## config.mk

```make
export PLATFORM = sky130hd
export DESIGN_NAME = uart_rx_drive
export DESIGN_NICKNAME = d
export VERILOG_FILES = /design/src/rtl/uart_rx_drive.sv
export SDC_FILE = /design/constraint.sdc
export NUM_CORES = 1
export LEC_CHECK = 0
export ABC_AREA = 1
export CAP_MARGIN = 20
export CORE_ASPECT_RATIO = 0.6
export CORE_MARGIN = 2
export CORE_UTILIZATION = 59
export CTS_CLUSTER_SIZE = 30
export DETAILED_ROUTE_END_ITERATION = 10
export GPL_ROUTABILITY_DRIVEN = 0
export PLACE_DENSITY = 0.9
export SLEW_MARGIN = 20
export SYNTH_ARGS = -nofsm -noshare
export SYNTH_HDL_FRONTEND = slang
export SYNTH_SLANG_ARGS = --single-unit
export TNS_END_PERCENT = 5
```

## constraint.sdc

```tcl
create_clock -name i_clk -period 2.1 [get_ports i_clk]
set_input_delay 0.525 -clock i_clk [delete_from_list [all_inputs] [get_ports i_clk]]
set_output_delay 0.525 -clock i_clk [all_outputs]
set_load 0.05 [all_outputs]
```

## src/rtl/uart_rx_drive.sv

```systemverilog
// Bit-level UART receiver: synchronises the serial pin, samples each bit at mid-point,
// optionally checks parity and emits one data/error strobe per frame.
module uart_rx_drive #(
  parameter int P_CLK_FREQ = 50_000_000,
  parameter int P_BAUD     = 9600,
  parameter int P_CHECK    = 0
) (
  input  logic       i_clk,
  input  logic       i_rst,
  input  logic       i_uart_rx,
  output logic [7:0] o_rx_data,
  output logic       o_rx_valid,
  output logic       o_frame_err,
  output logic       o_parity_err
);

  localparam int LP_DIV  = P_CLK_FREQ / P_BAUD;
  localparam int LP_HALF = LP_DIV / 2;
  localparam int CNT_W   = $clog2(LP_DIV);
  localparam logic [CNT_W-1:0] LP_SAMPLE = CNT_W'(LP_HALF - 1);
  localparam logic [CNT_W-1:0] LP_LAST   = CNT_W'(LP_DIV - 1);

  typedef enum logic [2:0] {
    S_IDLE,
    S_START,
    S_DATA,
    S_PARITY,
    S_STOP,
    S_BREAK
  } state_t;

  function automatic logic parity_expected(input logic [7:0] d);
    return (P_CHECK == 1) ? ~^d : ^d;
  endfunction

  logic             r_rx_s1, r_rx_s2, r_rx_s3;
  state_t           r_state, state_nxt;
  logic [CNT_W-1:0] r_baud_cnt, cnt_nxt;
  logic [2:0]       r_bit_idx, idx_nxt;
  logic [7:0]       r_shift, shift_nxt;
  logic             r_par_err, par_err_nxt;
  logic [7:0]       data_nxt;
  logic             valid_nxt, frame_nxt, parity_nxt;
  logic             fall, sample, wrap;

  // Input synchroniser; idles high so reset never looks like a start edge
  always_ff @(posedge i_clk or posedge i_rst) begin
    if (i_rst) begin
      r_rx_s1 <= 1'b1;
      r_rx_s2 <= 1'b1;
      r_rx_s3 <= 1'b1;
    end else begin
      r_rx_s1 <= i_uart_rx;
      r_rx_s2 <= r_rx_s1;
      r_rx_s3 <= r_rx_s2;
    end
  end

  assign fall   = r_rx_s3 & ~r_rx_s2;
  assign sample = (r_baud_cnt == LP_SAMPLE);
  assign wrap   = (r_baud_cnt == LP_LAST);

  always_comb begin
    state_nxt   = r_state;
    cnt_nxt     = wrap ? '0 : r_baud_cnt + CNT_W'(1);
    idx_nxt     = r_bit_idx;
    shift_nxt   = r_shift;
    par_err_nxt = r_par_err;
    data_nxt    = o_rx_data;
    valid_nxt   = 1'b0;
    frame_nxt   = 1'b0;
    parity_nxt  = 1'b0;
    case (r_state)
      S_IDLE: begin
        cnt_nxt     = '0;
        par_err_nxt = 1'b0;
        if (fall) state_nxt = S_START;
      end
      S_START: begin
        if (sample && r_rx_s2) begin
          state_nxt = S_IDLE;
          cnt_nxt   = '0;
        end else if (wrap) begin
          state_nxt = S_DATA;
          idx_nxt   = 3'd0;
        end
      end
      S_DATA: begin
        if (sample) shift_nxt = {r_rx_s2, r_shift[7:1]};
        if (wrap) begin
          if (r_bit_idx == 3'd7) begin
            idx_nxt   = 3'd0;
            state_nxt = (P_CHECK != 0) ? S_PARITY : S_STOP;
          end else begin
            idx_nxt = r_bit_idx + 3'd1;
          end
        end
      end
      S_PARITY: begin
        if (sample) par_err_nxt = (r_rx_s2 != parity_expected(r_shift));
        if (wrap) state_nxt = S_STOP;
      end
      S_STOP: begin
        // Leaving at mid-stop leaves half a bit to catch a back-to-back start edge
        if (sample) begin
          cnt_nxt = '0;
          if (r_rx_s2) begin
            state_nxt = S_IDLE;
            if (r_par_err) begin
              parity_nxt = 1'b1;
            end else begin
              data_nxt  = r_shift;
              valid_nxt = 1'b1;
            end
          end else begin
            frame_nxt = 1'b1;
            state_nxt = S_BREAK;
          end
        end
      end
      S_BREAK: begin
        cnt_nxt = '0;
        if (r_rx_s2) state_nxt = S_IDLE;
      end
      default: begin
        state_nxt = S_IDLE;
        cnt_nxt   = '0;
      end
    endcase
  end

  always_ff @(posedge i_clk or posedge i_rst) begin
    if (i_rst) begin
      r_state      <= S_IDLE;
      r_baud_cnt   <= '0;
      r_bit_idx    <= 3'd0;
      r_shift      <= 8'h00;
      r_par_err    <= 1'b0;
      o_rx_data    <= 8'h00;
      o_rx_valid   <= 1'b0;
      o_frame_err  <= 1'b0;
      o_parity_err <= 1'b0;
    end else begin
      r_state      <= state_nxt;
      r_baud_cnt   <= cnt_nxt;
      r_bit_idx    <= idx_nxt;
      r_shift      <= shift_nxt;
      r_par_err    <= par_err_nxt;
      o_rx_data    <= data_nxt;
      o_rx_valid   <= valid_nxt;
      o_frame_err  <= frame_nxt;
      o_parity_err <= parity_nxt;
    end
  end

endmodule

```

==> results.ini, run 1 <==
[worst_setup_path]
reg2reg_from = r_baud_cnt[0]
crit_arrival_ps = 1460
reg2regPathDepth = 11
path_depth = 1
crit_path_start_kind = register
cp_top_family = buffers and inverters
r2r-end = r_baud_cnt[2]
crit_path_max_incr_delay_ps = 810
worstSetupPathType = reg -> out
cp_num_buf_inv = 1
cp_slowest_cell = clkdlybuf4s50_1
critical_path.max_fanout = 2
worstSetupEndpointType = output pin
reg2reg_slack_ps = 250
crit_required_ps = 1570
path_cells = clkdlybuf4s50_1

[route]
route.detailed.drc = 0
first_iter_violations = 172
wire_per_inst_um = 14.0
wl_um = 4840
first_pass_iters = 4
dr_total_vias = 1841
ant_nets = 0
vias_per_cell = 5.34

[cts]
htree_levels = 2
cts_tree = built
cts.repair.resized = 0
clk_pin_slew_ps = 80
clock_latency_ps = 290
cts-hold-fix-buffers = 0
cts_buffers = 5
root_buffer = clkbuf_8
cts.sinks = 42
post-cts-setup-buffers = 0
cts_buffer_depth = 2

[job]
maxCapViolCount = 0

[placed_design]
hpwlAfterDp_um = 3630
io_buffers = 13

[synth]
synth_top_area_share_pct = 40.9
syn_avg_cell_area_um2 = 8.44
synthTopCellsByArea = dfrtp_1, nand2_1, o21ai_2
synth.distinct_cells = 33
synthesis.area_mm2 = 0.00239
yosys.area.top_type = dfrtp_1
synth_fp_nets = 289
yosys_warnings = 0
yosysSeqAreaShare_pct = 44.2
synth_cells = 283
synthFlopType = dfrtp_1
synth-seq-cells = 42
synth-edff-count = 0
ys_async_sr_fraction_pct = 100

[global_route]
grt_pass1_vias = 1676
grt_max_degree = 43
grt_pass1_wl_um = 7960
grt_antenna_before_repair = 0
grt_use_total_pct = 23.6
overflow = 0

[power]
leakage_uw = 0.00120
vdd_drop_max_uv = 892
p_per_area_mw_per_mm2 = 743
p_total_uw = 1950

[floorplanning]
core_area_mm2 = 0.00376
die_h_um = 53.3
dieArea_mm2 = 0.00459
ios = 14
std_cell_rows = 17
start_util_pct = 63.4
die_w_um = 86.1

[sta]
period_needed_ps = 1990
clock.fmax_ghz = 0.503
final-max-slew-violation-count = 0
setup_viol = 0
period_share_pct = 94.7
rsz0062_at_grt = no
slew_headroom_pct = 51.3
worst_slew_pin_slew_ps = 727
fin_worst_skew_ps = 4.75
tns_ps = 0
final_hold_viol_count = 0

[finish]
final_common_cell = nand2_1
mostFrequentLayoutCells = nand2_1, dfrtp_1, inv_1
drive_above_1_share_pct = 18.1
area_delta_synth_final_pct = 10.1
finalNetCount = 303
num-fill-cells = 283
antenna_cells = 0

[worst_hold_path]
hold_depth = 0
min_delay_worst_endpoint = r_rx_s2
hold_path_class = reg -> reg
min_from = r_rx_s1

[run_status]
status = finished, final reports clean

-- registers in the layout (all words and copies together), names as in the netlist --
signal / count
o_frame_err: 1
o_parity_err: 1
o_rx_data: 8
o_rx_valid: 1
r_baud_cnt: 13
r_bit_idx: 3
r_par_err: 1
r_rx_s1: 1
r_rx_s2: 1
r_rx_s3: 1
r_shift: 8
r_state: 3
-- cell type report --
cell class	instances	area (um^2)	area share, %
clock buffer	8	80.1	3.05
inverter	38	143	5.43
multi-input combinational	194	1130	42.9
sequential	42	1050	40.1
tap	47	58.8	2.24
timing repair buffer	16	165	6.28
-- layer usage --
| metal | part of all wire [%] | global-route usage, % |
|---|---|---|
| met3 | 7.7 | 7.49 |
| met4 | 0.95 | 6.88 |
| met5 | 0 | 0 |
| met1 | 49 | 33.9 |
| met2 | 43 | 34.1 |
-- cell usage after synthesis (4+ instances only) --
library cell and count:
nor3_2 11, nand4_1 5, xor2_1 9, nor3_1 6, dfrtp_1 39, nor2_1 20
nor2_2 4, o21ai_2 16, xnor2_1 5, nand2_1 76, o21ai_0 4, inv_1 35
nand3_1 16
-- where the power goes --
| group | leakage (uW) | switching [uW] | internal, uW |
|---|---|---|---|
| Combinational | 0.000583 | 405 | 162 |
| Clock | 0.0000395 | 259 | 236 |
| Sequential | 0.000573 | 43.8 | 847 |
-- per-stage QoR --
step	area, um^2	std cells	hold WS (ps)	utilization (%)	setup WS [ps]
global placement	2550	337	347	67.7	377
detailed placement	2550	337	351	67.7	290
finish	2630	345	359	69.8	110
global route	2630	345	371	69.8	35.0
floorplan	2390	283	345	-	560
CTS	2630	345	366	69.8	102
-- worst max-delay path by stage --
stage | from | slack, ps | endpoint
detailed placement | r_baud_cnt[0] | 290 | r_baud_cnt[2]
finish | o_rx_data[0] | 110 | o_rx_data[0]
CTS | o_rx_data[0] | 100 | o_rx_data[0]
floorplan | r_baud_cnt[0] | 560 | r_baud_cnt[11]
global placement | r_state[0] | 380 | r_baud_cnt[9]
global route | r_baud_cnt[0] | 40 | r_baud_cnt[2]
-- logic make-up (layout without fill, tap and decap cells) --
logic type,after synthesis,in the layout,share of synthesized area [%]
and+or+nand+nor,153,153,32.4
xor gates and xnor gates,14,14,5.13
adders and majority gates,3,3,1.57
buffers and inverters,47,62,8.64
AOI/OAI and AO/OA,24,24,8.07
DFF,42,42,44.2
(Power assumes the default switching activity.)
==> run 2, diff against run 1 <==
--- a/config.mk
+++ b/config.mk
@@ -12,3 +12,2 @@
 export CORE_UTILIZATION = 59
-export CTS_CLUSTER_SIZE = 30
 export DETAILED_ROUTE_END_ITERATION = 10
--- a/constraint.sdc
+++ b/constraint.sdc
@@ -3,2 +3,2 @@
 set_output_delay 0.525 -clock i_clk [all_outputs]
-set_load 0.05 [all_outputs]
+set_load 0.01 [all_outputs]
==> results.ini, run 2 (synthesis gave the netlist of run 1 again) <==
[floorplanning]
start_util_pct = 63.4
die_w_um = 86.1
core_area_mm2 = 0.00376
dieArea_mm2 = 0.00459
ios = 14
die_h_um = 53.3
std_cell_rows = 17

[sta]
fin_worst_skew_ps = 7.47
period_share_pct = 88.7
clock.fmax_ghz = 0.537
setup_slack_ps = 237
tns_ps = 0
worst_slew_pin_slew_ps = 672
setup_viol = 0
final-max-slew-violation-count = 0
final_hold_viol_count = 0
period_needed_ps = 1860
slew_headroom_pct = 55.0
rsz0062_at_grt = no

[finish]
mostFrequentLayoutCells = nand2_1, dfrtp_1, inv_1
top_register = r_baud_cnt
finalNetCount = 303
area_delta_synth_final_pct = 11.2
fin_cells = 345
final_common_cell = nand2_1
antenna_cells = 0
final_util_pct = 70.5
reg_top3 = r_baud_cnt x13, o_rx_data x8, r_shift x8
drive_above_1_share_pct = 18.5
largest_reg_flops = 13

[placed_design]
hpwlAfterDp_um = 3820
dp_slack_ps = 281
dp.cells = 337
io_buffers = 13

[cts]
root_buffer = clkbuf_8
post-cts-setup-buffers = 0
clk_pin_slew_ps = 70
cts.sinks = 42
htree_levels = 2
cts_buffers = 5
cts_buffer_depth = 2
cts_tree = built
cts-hold-fix-buffers = 0
clock_latency_ps = 300
cts.repair.resized = 0

[global_route]
grt_max_degree = 43
grt_pass1_vias = 1733
overflow = 0
grt_use_total_pct = 24.2
grt_pass1_wl_um = 8170
grt_antenna_before_repair = 0

[worst_setup_path]
crit_required_ps = 2240
reg2regPathDepth = 11
crit_arrival_ps = 2010
critical_path.max_fanout = 11
worstSetupPathType = reg -> reg
crit_path_start_kind = register
worstSetupEndpointType = register

[route]
first_pass_iters = 6
ant_nets = 0
route.detailed.drc = 0
wl_um = 5020
wire_per_inst_um = 14.6
dr_total_vias = 1876
vias_per_cell = 5.44
first_iter_violations = 353

[power]
vdd_drop_max_uv = 720
p_per_area_mw_per_mm2 = 778
leakage_uw = 0.00121

[run_status]
status = finished, final reports clean

[worst_hold_path]
hold_path_class = reg -> reg
hold_depth = 0

[job]
maxCapViolCount = 0

run 2: cell types whose count changed in the layout (fill, tap and decap cells not counted), sizes merged:
cell,delta
bufinv,+1
clkbuf,-1
run 2: final cells by class:
class                           instances  area (um^2)
Timing Repair Buffer                   16          165
Tap cell                               47         58.8
Clock buffer                            7         76.3
Multi-Input combinational cell        194         1130
Clock inverter                          1         30.0
Fill cell                             272         1110
Sequential cell                        42         1050
Inverter                               38          143
run 2: final timing paths:
kind                          startpoint       endpoint  slack (ps)
min in group asynchronous          i_rst     r_shift[3]         580
setup reg to reg           r_baud_cnt[0]  r_baud_cnt[2]         240
setup / recovery           r_baud_cnt[0]  r_baud_cnt[2]         240
hold reg to reg                  r_rx_s1        r_rx_s2         360
hold / removal                   r_rx_s1        r_rx_s2         360
max in group asynchronous          i_rst        r_rx_s1        1250
run 2: critical path, stage by stage, from the launching register on:
cell	delay (ps)
dfrtp_1	390
ha_1	230
inv_1	130
nor2_1	110
nand2_1	60
nor2_1	110
nand3_1	100
nand2_1	110
nand2_1	90
nor2_2	80
buf_4	210
nor3_1	90
run 2: per-layer routing:
metal	up-vias	GRT usage (%)	share of wire (%)
met3	13	8.74	11
met2	93	35.9	41
met5	-	0	0
met4	0	7.41	1.5
met1	847	33.0	47
li1	923	-	-
run 2: where the power goes:
group	leakage, uW	internal, uW	total (uW)	switching [uW]
Combinational	0.000583	162	561	399
Sequential	0.000573	847	890	42.6
Clock	0.0000524	356	615	260
run 2: per-stage QoR:
step | instance area [um^2] | power, uW | hold slack (ps)
after floorplan | 2390 | 1330 | 345
after global placement | 2550 | 1420 | 349
after detailed placement | 2550 | 1450 | 349
after CTS | 2660 | 2060 | 359
after global routing | 2660 | 2180 | 367
final | 2660 | 2070 | 359
==> run 3, diff against run 2 <==
Settings changed: CORE_ASPECT_RATIO 0.6 to 1.2.
==> results.ini, run 3 (synthesis gave the netlist of run 1 again) <==
[run_status]
status = finished, final reports clean

[power]
leakage_uw = 0.00121
vdd_drop_max_uv = 637
pwr-share-clk_pct = 30.4
p_int_uw = 1360
seqPwrFrac_pct = 43.2
swShare_pct = 33.6
switchingPower_uw = 690
p_per_area_mw_per_mm2 = 770
power_frac_comb_pct = 26.5

[sta]
final-max-slew-violation-count = 0
final_hold_viol_count = 0
slew_headroom_pct = 49.2
setup_viol = 0
period_needed_ps = 1820
tns_ps = 0
clock.fmax_ghz = 0.550
worst_slew_pin_slew_ps = 758
rsz0062_at_grt = no
fin_worst_skew_ps = 9.14
period_share_pct = 86.6

[worst_setup_path]
crit_arrival_ps = 1960
worstSetupEndpointType = register
worstSetupPathType = reg -> reg
startpoint = r_baud_cnt[0]
reg2reg_from = r_baud_cnt[0]
crit_required_ps = 2240
cp_common_cell = nand2_1
cp_slowest_cell = dfrtp_1
crit_path_start_kind = register
reg2reg_slack_ps = 280
crit_path_max_incr_delay_ps = 400
path_cells = ha_1 > inv_1 > nor2_1 > nand2_1 > nor2_1 > nand2_1 > nand2_1 > inv_2 > nor2_2 > buf_4 > nor3_1
critical_path.max_fanout = 11

[cts]
post-cts-setup-buffers = 0
cts.repair.resized = 0
root_buffer = clkbuf_8
htree_levels = 2
clk_pin_slew_ps = 70
cts_tree = built
cts-hold-fix-buffers = 0
clock_latency_ps = 290
cts_buffer_depth = 2
cts.sinks = 42
cts_buffers = 5

[finish]
top_register = r_baud_cnt
area_delta_synth_final_pct = 11.7
mostFrequentLayoutCells = nand2_1, dfrtp_1, inv_1
multi_input_area_mm2 = 0.00113
largest_reg_flops = 13
num-fill-cells = 290
final_common_cell = nand2_1
drive_above_1_share_pct = 18.8
reg_top3 = r_baud_cnt x13, o_rx_data x8, r_shift x8
ff_latch_area_mm2 = 0.00105
antenna_cells = 0
final_area_mm2 = 0.00267
finalNetCount = 303

[placed_design]
io_buffers = 13
hpwlAfterDp_um = 3390
placed_cell_area_mm2 = 0.00256

[route]
first_pass_iters = 4
route.detailed.drc = 0
wl_um = 4540
first_iter_violations = 130
vias_per_cell = 5.20
dr_total_vias = 1831
wire_per_inst_um = 12.9
ant_nets = 0

[global_route]
grt_antenna_before_repair = 0
grt_pass1_wl_um = 7580
grt_use_total_pct = 22.6
grt_max_degree = 43
overflow = 0
grt_pass1_vias = 1783

[floorplanning]
ios = 14
start_util_pct = 61.1
die_w_um = 62.1
dieArea_mm2 = 0.00458
std_cell_rows = 25
core_area_mm2 = 0.00391
die_h_um = 73.7

[job]
maxCapViolCount = 0

[worst_hold_path]
min_from = r_rx_s1
hold_path_class = reg -> reg

[run 3: cell count changes in the layout (fill, tap and decap cells not counted), sizes merged]
cell,delta
clkinvlp,+1
clkbuf,-1
[run 3: final timing paths]
kind                                 end  depth (start not counted)
min                              r_rx_s2                          0
max reg2reg                r_baud_cnt[2]                         11
max in group asynchronous        r_rx_s2                          3
min in group asynchronous  r_baud_cnt[3]                          3
max                        r_baud_cnt[2]                         11
min reg2reg                      r_rx_s2                          0
[run 3: layout make-up]
class / instances / area share [%]
inverter: 38 / 5.35
timing repair buffer: 16 / 6.19
tap: 54 / 2.53
multi-input combinational: 194 / 42.3
clock inverter: 2 / 1.41
sequential: 42 / 39.5
clock buffer: 6 / 2.72
[run 3: power by group through the flow]
stage / registers, uW / clock network, uW / logic, uW
global route: 890 / 673 / 611
detailed placement: 901 / 0 / 544
floorplan: 892 / 0 / 443
global placement: 899 / 0 / 523
CTS: 885 / 635 / 546
finish: 886 / 624 / 543
[run 3: through the flow]
stage / cells / setup WS (ps) / power, uW / hold WS, ps / util, %
floorplan: 283 / 560 / 1330 / 345 / -
global placement: 344 / 344 / 1420 / 346 / 65.4
detailed placement: 344 / 310 / 1450 / 350 / 65.4
CTS: 352 / 295 / 2070 / 361 / 68.2
global route: 352 / 133 / 2170 / 362 / 68.2
finish: 352 / 282 / 2050 / 359 / 68.2
[run 3: layer usage]
metal	vias up	GRT usage, %	wire length (um)	part of all wire, %
li1	920	-	-	-
met1	849	25.7	1850	41
met2	43	38.5	2400	53
met3	19	5.11	148	3.3
met4	0	11.3	144	3.2
met5	-	0	0	0
[run 3: critical path: cells and delay by family (launching register included)]
family | cells | cell delay [ps]
fa+ha+maj | 1 | 210
simple gates | 7 | 660
flops | 1 | 400
buf+inv | 3 | 400
